`src/rtl/cdc_wptr_full.sv`:
```
// rtl/cdc_wptr_full.sv - write-side pointer, Gray publish and full/level flags for a dual-clock FIFO
module cdc_wptr_full #(
    parameter int DLY         = 1,
    parameter int AW          = 4,
    parameter int SYNC_STAGES = 2,
    parameter int AF_LEVEL    = 12
) (
    input  logic          clk_i,
    input  logic          rst_n_i,
    input  logic          wr_en_i,
    input  logic [AW:0]   rptr_gray_i,
    output logic [AW-1:0] waddr_o,
    output logic [AW:0]   wptr_gray_o,
    output logic          full_o,
    output logic          almost_full_o,
    output logic [AW:0]   wr_cnt_o,
    output logic          overflow_o
);

    localparam logic [AW:0] AF_THR  = (AW+1)'(AF_LEVEL);
    // DLY affects simulation timing only; it folds to zero so it never alters state.
    localparam logic [AW:0] PTR_RST = (AW+1)'(DLY - DLY);

    logic [AW:0]                   wbin_q, wbin_d;
    logic [AW:0]                   wgray_q, wgray_d;
    logic                          full_q, full_d;
    logic                          af_q, af_d;
    logic [AW:0]                   cnt_q, cnt_d;
    logic                          ovf_q, ovf_d;
    logic [SYNC_STAGES-1:0][AW:0]  sync_q;
    logic [AW:0]                   rq;
    logic [AW:0]                   rbin;
    logic                          wr_acc;

    assign rq = sync_q[SYNC_STAGES-1];

    always_comb begin
        rbin = '0;
        for (int i = 0; i <= AW; i++) begin
            rbin[i] = ^(rq >> i);
        end
    end

    // Decisions use the registered full flag, so a write racing a read at full is refused.
    always_comb begin
        wr_acc  = wr_en_i & ~full_q;
        wbin_d  = wbin_q + (AW+1)'(wr_acc);
        wgray_d = (wbin_d >> 1) ^ wbin_d;
        full_d  = (wgray_d == {~rq[AW:AW-1], rq[AW-2:0]});
        cnt_d   = wbin_d - rbin;
        af_d    = (cnt_d >= AF_THR);
        ovf_d   = wr_en_i & full_q;
    end

    always_ff @(posedge clk_i or negedge rst_n_i) begin
        if (!rst_n_i) begin
            sync_q <= '0;
        end else begin
            sync_q <= {sync_q[SYNC_STAGES-2:0], rptr_gray_i};
        end
    end

    always_ff @(posedge clk_i or negedge rst_n_i) begin
        if (!rst_n_i) begin
            wbin_q  <= PTR_RST;
            wgray_q <= '0;
            full_q  <= 1'b0;
            af_q    <= 1'b0;
            cnt_q   <= '0;
            ovf_q   <= 1'b0;
        end else begin
            wbin_q  <= wbin_d;
            wgray_q <= wgray_d;
            full_q  <= full_d;
            af_q    <= af_d;
            cnt_q   <= cnt_d;
            ovf_q   <= ovf_d;
        end
    end

    assign waddr_o       = wbin_q[AW-1:0];
    assign wptr_gray_o   = wgray_q;
    assign full_o        = full_q;
    assign almost_full_o = af_q;
    assign wr_cnt_o      = cnt_q;
    assign overflow_o    = ovf_q;

endmodule

```
`config.mk`:
```
export PLATFORM = sky130hd
export DESIGN_NAME = cdc_wptr_full
export DESIGN_NICKNAME = d
export VERILOG_FILES = /design/src/rtl/cdc_wptr_full.sv
export SDC_FILE = /design/constraint.sdc
export NUM_CORES = 1
export LEC_CHECK = 0
export ABC_AREA = 0
export CORE_MARGIN = 1.5
export CORE_UTILIZATION = 52
export DETAILED_ROUTE_END_ITERATION = 7
export PLACE_DENSITY = 0.92
export SLEW_MARGIN = 0
export SYNTH_ARGS = -nofsm -noshare
export SYNTH_HDL_FRONTEND = slang
export SYNTH_SLANG_ARGS = --single-unit
```
`constraint.sdc`:
```
create_clock -name clk_i -period 7.71 [get_ports clk_i]
set_clock_uncertainty 0.2 [all_clocks]
set_input_delay 1.1565 -clock clk_i [delete_from_list [all_inputs] [get_ports clk_i]]
set_output_delay 1.1565 -clock clk_i [all_outputs]
set_load 0.01 [all_outputs]
```
---- After elaboration in Yosys (flattened, before gate mapping) ----
Index checks and enable logic that the tools add are counted.
operators by class
  $add $sub $neg .......................... 2
  $lt $le $gt $ge ......................... 1
  equal/unequal tests ..................... 1
  bitwise operators ....................... 5
  reductions and logical operators ........ 5
operators with widths
  cell                                                  count
  parity 5 bit                                          5
  adder 5 x 1 -> 5 bit                                  1
  == test 5 bit                                         1
  >= comparator 5 x 4 -> 1 bit (second input constant)  1
  subtractor 5 bit                                      1
  bitwise XOR 4 x 5 -> 5 bit                            1
  bitwise AND 1 bit                                     2
  NOT 2 bit                                             1
  NOT 1 bit                                             1
storage, ports and cells
  flip-flop bits (word level) ............. 28
  input bits .............................. 8
  output and inout bits ................... 17
  logic and storage cells ................. 22

---- Logic depth before layout (Yosys ltp) ----
  depth in word-level cells ............... 5
  mapped depth ............................ 12

---- Least setup slack after synthesis ----
OpenSTA, ideal clock, no wires.
  path type ............................... input -> register
  start point ............................. in wr_en_i
  end point ............................... reg af_q, in the netlist almost_full_o
  setup time .............................. 0.120 ns
  arrival time ............................ 3.237 ns
  data required time ...................... 7.390 ns
  setup slack ............................. 4.153 ns
  cell stages on the path ................. 12
  buffers on the path ..................... 1
  cells stage by stage .................... nor2b_1 -> ha_1 -> ha_1 -> xnor2_2 -> inv_1 -> ha_1 -> clkbuf_1 -> a21o_1 -> a31o_1 -> a21oi_1 -> xnor2_1 -> a31o_1
between the ends
  word-level cells in the longest chain between the ends .. 4
ends and longest elaborated chain
  item                          RTL line  RTL
  start: declaration            10        input logic wr_en_i,
  bitwise AND 1 bit             46        wr_acc = wr_en_i & ~full_q;
  adder 5 x 1 -> 5 bit          47        wbin_d = wbin_q + (AW+1)'(wr_acc);
  via wbin_d[2]                 24        logic [AW:0] wbin_q, wbin_d;
  subtractor 5 bit              50        cnt_d = wbin_d - rbin;
  via cnt_d[4]                  28        logic [AW:0] cnt_q, cnt_d;
  >= comparator 5 x 4 -> 1 bit  51        af_d = (cnt_d >= AF_THR);
  via af_d                      27        logic af_q, af_d;
  end signal: assignment        68        af_q <= 1'b0;
  end signal: assignment        75        af_q <= af_d;
  end: declaration              27
The timed path passes the listed nets, and every way through them passes these cells.

---- Worst setup path in the final report ----
Same ends and word-level chain as after synthesis.

==> flow_metrics.py <==
metrics = {
    "clock_tree": {
        "clk-insertion-delay-late_ns": 0.32,
        "cts_tree": "done",
        "cts_root_buf": "clkbuf_4",
        "clk_pin_slew_worst_paths_ns": 0.14,
        "ctsHoldBuffers": 0,
        "cts_num_sinks": 27,
        "postCtsSetupBuffers": 0,
        "max-clock-path-buffers": 2,
        "cts_made_buffers": 3,
        "htreeDepth": 1,
        "cts_resized": 0,
    },
    "floorplanning": {
        "ios": 25,
        "core_mm2": 0.00200,
        "dieHeight_um": 49.8,
        "fp.dieArea_mm2": 0.00248,
        "die_w_um": 49.8,
        "rows": 16,
        "initial_core_util_pct": 56.9,
    },
    "yosys": {
        "netlist_instances": 85,
        "syn_area_per_cell_um2": 13.4,
        "synth_top_cell_area_share_pct": 59.3,
        "synth-seq-cells": 27,
        "synth_top_area_cell": "dfrtp_1",
        "yosysSeqAreaShare_pct": 59.3,
        "syn_nets": 99,
        "synthTopCellsByArea": "dfrtp_1, xnor2_1, ha_1",
        "synth_cell_types": 22,
        "synthesis.area_mm2": 0.00114,
        "yosysWarnings": 0,
    },
    "grt": {
        "gr-total-overflow": 0,
        "antenna_found_initial": 0,
        "grt_pass1_vias": 706,
        "grt_first_pass_wirelength_um": 3090,
        "grt_max_degree": 28,
        "grtUsageTotal_pct": 17.1,
    },
    "setup_path": {
        "cp_slowest_stage_delay_ns": 0.42,
        "crit_end": "almost_full_o$_DFF_PN0_",
        "rrSetupSlack_ns": 4.86,
        "critPathArrivalTime_ns": 3.82,
        "rr_worst_depth": 11,
        "cp_max_fo": 9,
        "cp_slowest_cell": "ha_1",
        "worstSetupStartpoint": "wr_en_i",
        "end_kind": "flop",
        "startpoint_type": "input port",
        "cpMostUsedCell": "ha_1",
        "r2r-end": "almost_full_o$_DFF_PN0_",
        "worst-setup-path-type": "in2reg",
        "worstPathRequired_ns": 7.74,
        "worstPathCellList": "clkdlybuf4s50_1, nor2b_1, ha_1, ha_1, xnor2_2, inv_1, ha_1, a21o_1, a31o_1, a21oi_1, xnor2_1, a31o_1",
        "timing.rr.start": "full_o$_DFF_PN0_",
    },
    "status": {
        "status": "finished, final reports clean",
    },
    "final_layout": {
        "fill_cells": 134,
        "fin_nets": 126,
        "layout-drive-gt1-share_pct": 7.21,
        "n_antenna_cell": 0,
        "area_delta_synth_final_pct": 25.8,
        "final_util_pct": 71.6,
    },
    "power": {
        "power_density_mw_per_mm2": 471,
        "peakVddDrop_mv": 0.274,
        "finalPower_mw": 0.675,
        "p_leak_nw": 0.631,
    },
    "sta": {
        "final.setup.tns_ns": 0,
        "worst_pin_slew_ns": 1.15,
        "rsz0062_at_grt": "false",
        "slew_viol_final": 0,
        "period_minus_slack_ns": 3.79,
        "fmax_mhz": 264,
        "fin_hold_ws_ns": 0.168,
        "slew_headroom_pct": 22.9,
        "final_hold_viol_count": 0,
        "setup_viol": 0,
        "fin_ws_ns": 3.92,
        "period_share_pct": 49.2,
    },
    "worst_hold_path": {
        "hold_path_class": "reg2reg",
    },
    "job": {
        "maxCapViolCount": 0,
    },
    "drt": {
        "wirelength_um": 1790,
        "drc": 0,
        "drtPass1Iterations": 4,
        "ant_nets": 0,
        "wire_per_inst_um": 12.9,
        "drt_iter0_drc": 8,
        "via_count": 692,
        "via_per_inst": 5.01,
    },
    "placed_design": {
        "pre_cts_ws_ns": 3.57,
        "port_buffers": 24,
        "dp_hpwl_um": 1390,
        "gp_routability_congestion": 0.787,
    },
}
routing by layer:
metal / part of all wire (%) / global-route usage, % / vias up
met5: 0 / 0 / -
met3: 3.3 / 2.73 / 7
met1: 40 / 19.5 / 332
met4: 2.2 / 9.26 / 0
li1: - / - / 333
met2: 55 / 30.4 / 20
critical path, delay by kind of cell:
kind | cells | cell delay, ns
adders and majority gates | 3 | 0.84
and+or+nand+nor | 1 | 0.13
xor gates and xnor gates | 2 | 0.42
AOI/OAI and AO/OA | 4 | 0.76
buffers and inverters | 2 | 0.51
through the flow:
step                      std cells  cell area, um^2
after floorplan                  85             1140
after global placement          134             1410
after detailed placement        134             1410
after CTS                       138             1430
after global routing            138             1430
final                           138             1430
area by class of cell:
type	count	area [um^2]	share of cell area, %
Clock buffer	3	22.5	1.57
Clock inverter	1	5.00	0.349
Inverter	5	18.8	1.31
Multi-Input combinational cell	51	437	30.5
Sequential cell	27	676	47.2
Tap cell	27	33.8	2.36
Timing Repair Buffer	24	240	16.8
power by group:
group / internal, mW / switching [mW] / total, mW / leakage, nW
logic: 0.205 / 0.193 / 0.398 / 0.294
registers: 0.193 / 0.0239 / 0.217 / 0.319
clock network: 0.0195 / 0.0411 / 0.0606 / 0.0177
Yosys cell counts:
cell type and instances:
or3_1 2, o31ai_1 1, nor2b_1 1, a21oi_1 3
inv_1 5, a31oi_1 1, xnor2_2 4, a21o_1 1
a22oi_1 1, nand3_1 3, and2_1 2, o21a_1 1
xor2_1 7, xnor2_1 10, nor2_1 3, a2111oi_0 1
clkbuf_1 2, a31o_1 2, dfrtp_1 27, nor3_1 1
o21bai_1 1, ha_1 6
worst min-delay path by stage:
stage | from | to | depth (start not counted)
floorplan | sync_q[0]$_DFF_PN0_ | rq[0]$_DFF_PN0_ | 0
global placement | sync_q[2]$_DFF_PN0_ | rq[2]$_DFF_PN0_ | 0
detailed placement | sync_q[0]$_DFF_PN0_ | rq[0]$_DFF_PN0_ | 0
CTS | sync_q[0]$_DFF_PN0_ | rq[0]$_DFF_PN0_ | 0
global route | sync_q[3]$_DFF_PN0_ | rq[3]$_DFF_PN0_ | 0
finish | sync_q[0]$_DFF_PN0_ | rq[0]$_DFF_PN0_ | 0
cells by family (layout without fill, tap and decap cells):
group	after synthesis	count (layout)	share of synthesized area, %
flip-flops	27	27	59.3
AND/OR/NAND/NOR	12	12	5.49
XOR/XNOR	21	21	18.8
buffers and inverters	7	33	2.31
adder cells (fa/ha/maj)	6	6	6.59
AO/OA/AOI/OAI	12	12	7.47
layout by cell type (no fill, tap or decap), drive strengths merged:
master and instances:
a2111oi 1, a21o 1, a21oi 3, a22oi 1
a31o 2, a31oi 1, and2 2, clkbuf 3
clkdlybuf4s50 24, clkinv 1, dfrtp 27, ha 6
inv 5, nand3 3, nor2 3, nor2b 1
nor3 1, o21a 1, o21bai 1, o31ai 1
or3 2, xnor2 14, xor2 7
flip-flops by register name, summed over array words and instances, names as in the netlist:
| name | flops |
|---|---|
| almost_full_o | 1 |
| full_o | 1 |
| overflow_o | 1 |
| rq | 5 |
| sync_q | 5 |
| wbin_q | 5 |
| wptr_gray_o | 4 |
| wr_cnt_o | 5 |
Power figures use the tool's default switching activity.
==> edit (same settings) <==
Set the parameter `AW` to 3 (it was 4).
--- a/src/rtl/cdc_wptr_full.sv
+++ b/src/rtl/cdc_wptr_full.sv
@@ -1,7 +1,7 @@
 // rtl/cdc_wptr_full.sv - write-side pointer, Gray publish and full/level flags for a dual-clock FIFO
 module cdc_wptr_full #(
     parameter int DLY         = 1,
-    parameter int AW          = 4,
+    parameter int AW          = 3,
     parameter int SYNC_STAGES = 2,
     parameter int AF_LEVEL    = 12
 ) (
Interface: changed (resized rptr_gray_i, waddr_o, wptr_gray_o and wr_cnt_o); port bits go from 25 to 21. The function was not compared with the original's and may differ.
==> edit against the unedited design <==
Sequential share of layout area rose by 1.9 points; sequential cell count fell by 5; routed wire length fell by 34%; total power fell by 26%; combinational power fell by 31%; final area fell by 22%; fmax rose by 17%; non-clock buffer count fell by 4; largest power group unchanged; critical path depth fell by 4; die area fell by 21%; area after synthesis fell by 22%; critical path type unchanged; critical endpoint is now full_o; register-to-register slack improved by 550 ps; largest cell class unchanged; setup slack improved by 550 ps.
==> edit: results <==
group,metric,value,unit
placement,placed_area,1100,um^2
worst_setup_path,rrSetupSlack,5410,ps
grt,grtUsageTotal,15.22,%
placement,port_buffers,20,
cts,path_clk_slew,100,ps
layout,n_antenna_cell,0,
cts,cts_made_buffers,3,
cts,insertion_delay,290,ps
grt,grt_pass1_vias,516,
route,totalWireLength,1.181,mm
placement,place_hpwl,936.9,um
placement,place_ws,4157,ps
grt,antenna_found_initial,0,
logic_synthesis,synth.area.top_cells,"dfrtp_1 62%, xor2_1 6.9%, xnor2_1 5.9%",
worst_setup_path,r2r_start,"full_o",
timing,worstMarginPinSlew,903.4,ps
route,vias,507,
worst_setup_path,ff2ff_path_depth,7,
logic_synthesis,ys_seq_area_share,62.23,%
hold_path,hp-class,"flop to flop",
timing,setup_tns,0,ps
worst_setup_path,critical_path.max_fanout,6,
grt,grt_pass1_wl,2.118,mm
cts,root_buffer,"clkbuf_4",
logic_synthesis,synthTopCellsByCount,"22 x dfrtp_1, 7 x xor2_1, 6 x xnor2_1, 4 x ha_1, 3 x inv_1",
route,initialDrtViolationCount,3,
logic_synthesis,ys_async_sr_fraction,100.0,%
timing,fin_ws,4471,ps
cts,cts-resized-gates,0,
run_status,status,"complete, no violations",
placement,dpl.cell_count,97,
logic_synthesis,synth_cell_types,19,
route,drt-vias-per-instance,5.070,
logic_synthesis,yosys_warnings,0,
cts,h-tree-depth,1,
layout,drive_gt1_share,8.333,%
worst_setup_path,r2r-end,"full_o",
route,drtPass1Iterations,3,
cts,cts_max_path_buffers,2,
logic_synthesis,synth_ff_type,"dfrtp_1",
worst_setup_path,startpoint,"wr_en_i",
logic_synthesis,syn_nets,73,
grt,grt_max_degree,23,
power_and_ir_drop,p_leak,0.5024,nW
power_and_ir_drop,ir_drop,223.3,uV
cts,cts_setup_buffers,0,
worst_setup_path,arrival,3240,ps
logic_synthesis,syn_area_per_cell,14.27,um^2
worst_setup_path,critical_path_class,"input port to flop",
placement,gp_congestion,0.7617,
edit: kinds of logic (layout without fill, tap and decap cells):
group,after synthesis,count (layout),synth area share [%]
XOR/XNOR,17,17,20.23
flip-flops,22,22,62.24
AND/OR/NAND/NOR,9,9,5.234
multiplexers,1,1,1.132
AO/OA/AOI/OAI,5,5,3.679
buffers and inverters,4,26,1.838
adder cells (fa/ha/maj),4,4,5.658
edit: final cells by class:
cell class	instances	area, um^2
clock buffer	3	22.52
fill	114	419.2
inverter	3	11.26
multi-input combinational	36	317.8
sequential	22	550.5
tap	16	20.02
timing repair buffer	20	200.2
edit: report_power, final:
| group | internal, mW | switching, mW | total (mW) |
|---|---|---|---|
| Combinational | 0.147 | 0.129 | 0.276 |
| Sequential | 0.158 | 0.0206 | 0.179 |
| Clock | 0.0181 | 0.0288 | 0.0469 |
edit: routing by layer:
metal	share of wire, %	wire length, um	vias up	track usage, %
met5	0	0	-	0
met4	0.42	5	0	7.273
met3	5.8	68	2	2.449
met2	53	624	17	27.35
met1	41	482	247	17.60
li1	-	-	241	-
edit: critical path, stage by stage:
cell and delay [ps]:
clkdlybuf4s50_1 470, nor2b_1 140, ha_1 200, ha_1 230, xor2_2 320, xor2_1 130
or3_1 360, a211oi_1 230
edit: through the flow:
step	hold slack [ps]	power, mW
after floorplan	131.2	0.3606
after global placement	132.5	0.4520
after detailed placement	137.1	0.4631
after CTS	161.8	0.5105
after global routing	167.3	0.5468
final	157.7	0.5018
edit: worst min path at each step:
stage             to  depth (start not counted)  slack (ps)       from
6_report       rq[3]                          0         160  sync_q[3]
3_5_place_dp   rq[3]                          0         140  sync_q[3]
2_1_floorplan  rq[0]                          0         130  sync_q[0]
3_3_place_gp   rq[2]                          0         130  sync_q[2]
5_1_grt        rq[1]                          0         170  sync_q[1]
4_1_cts        rq[3]                          0         160  sync_q[3]
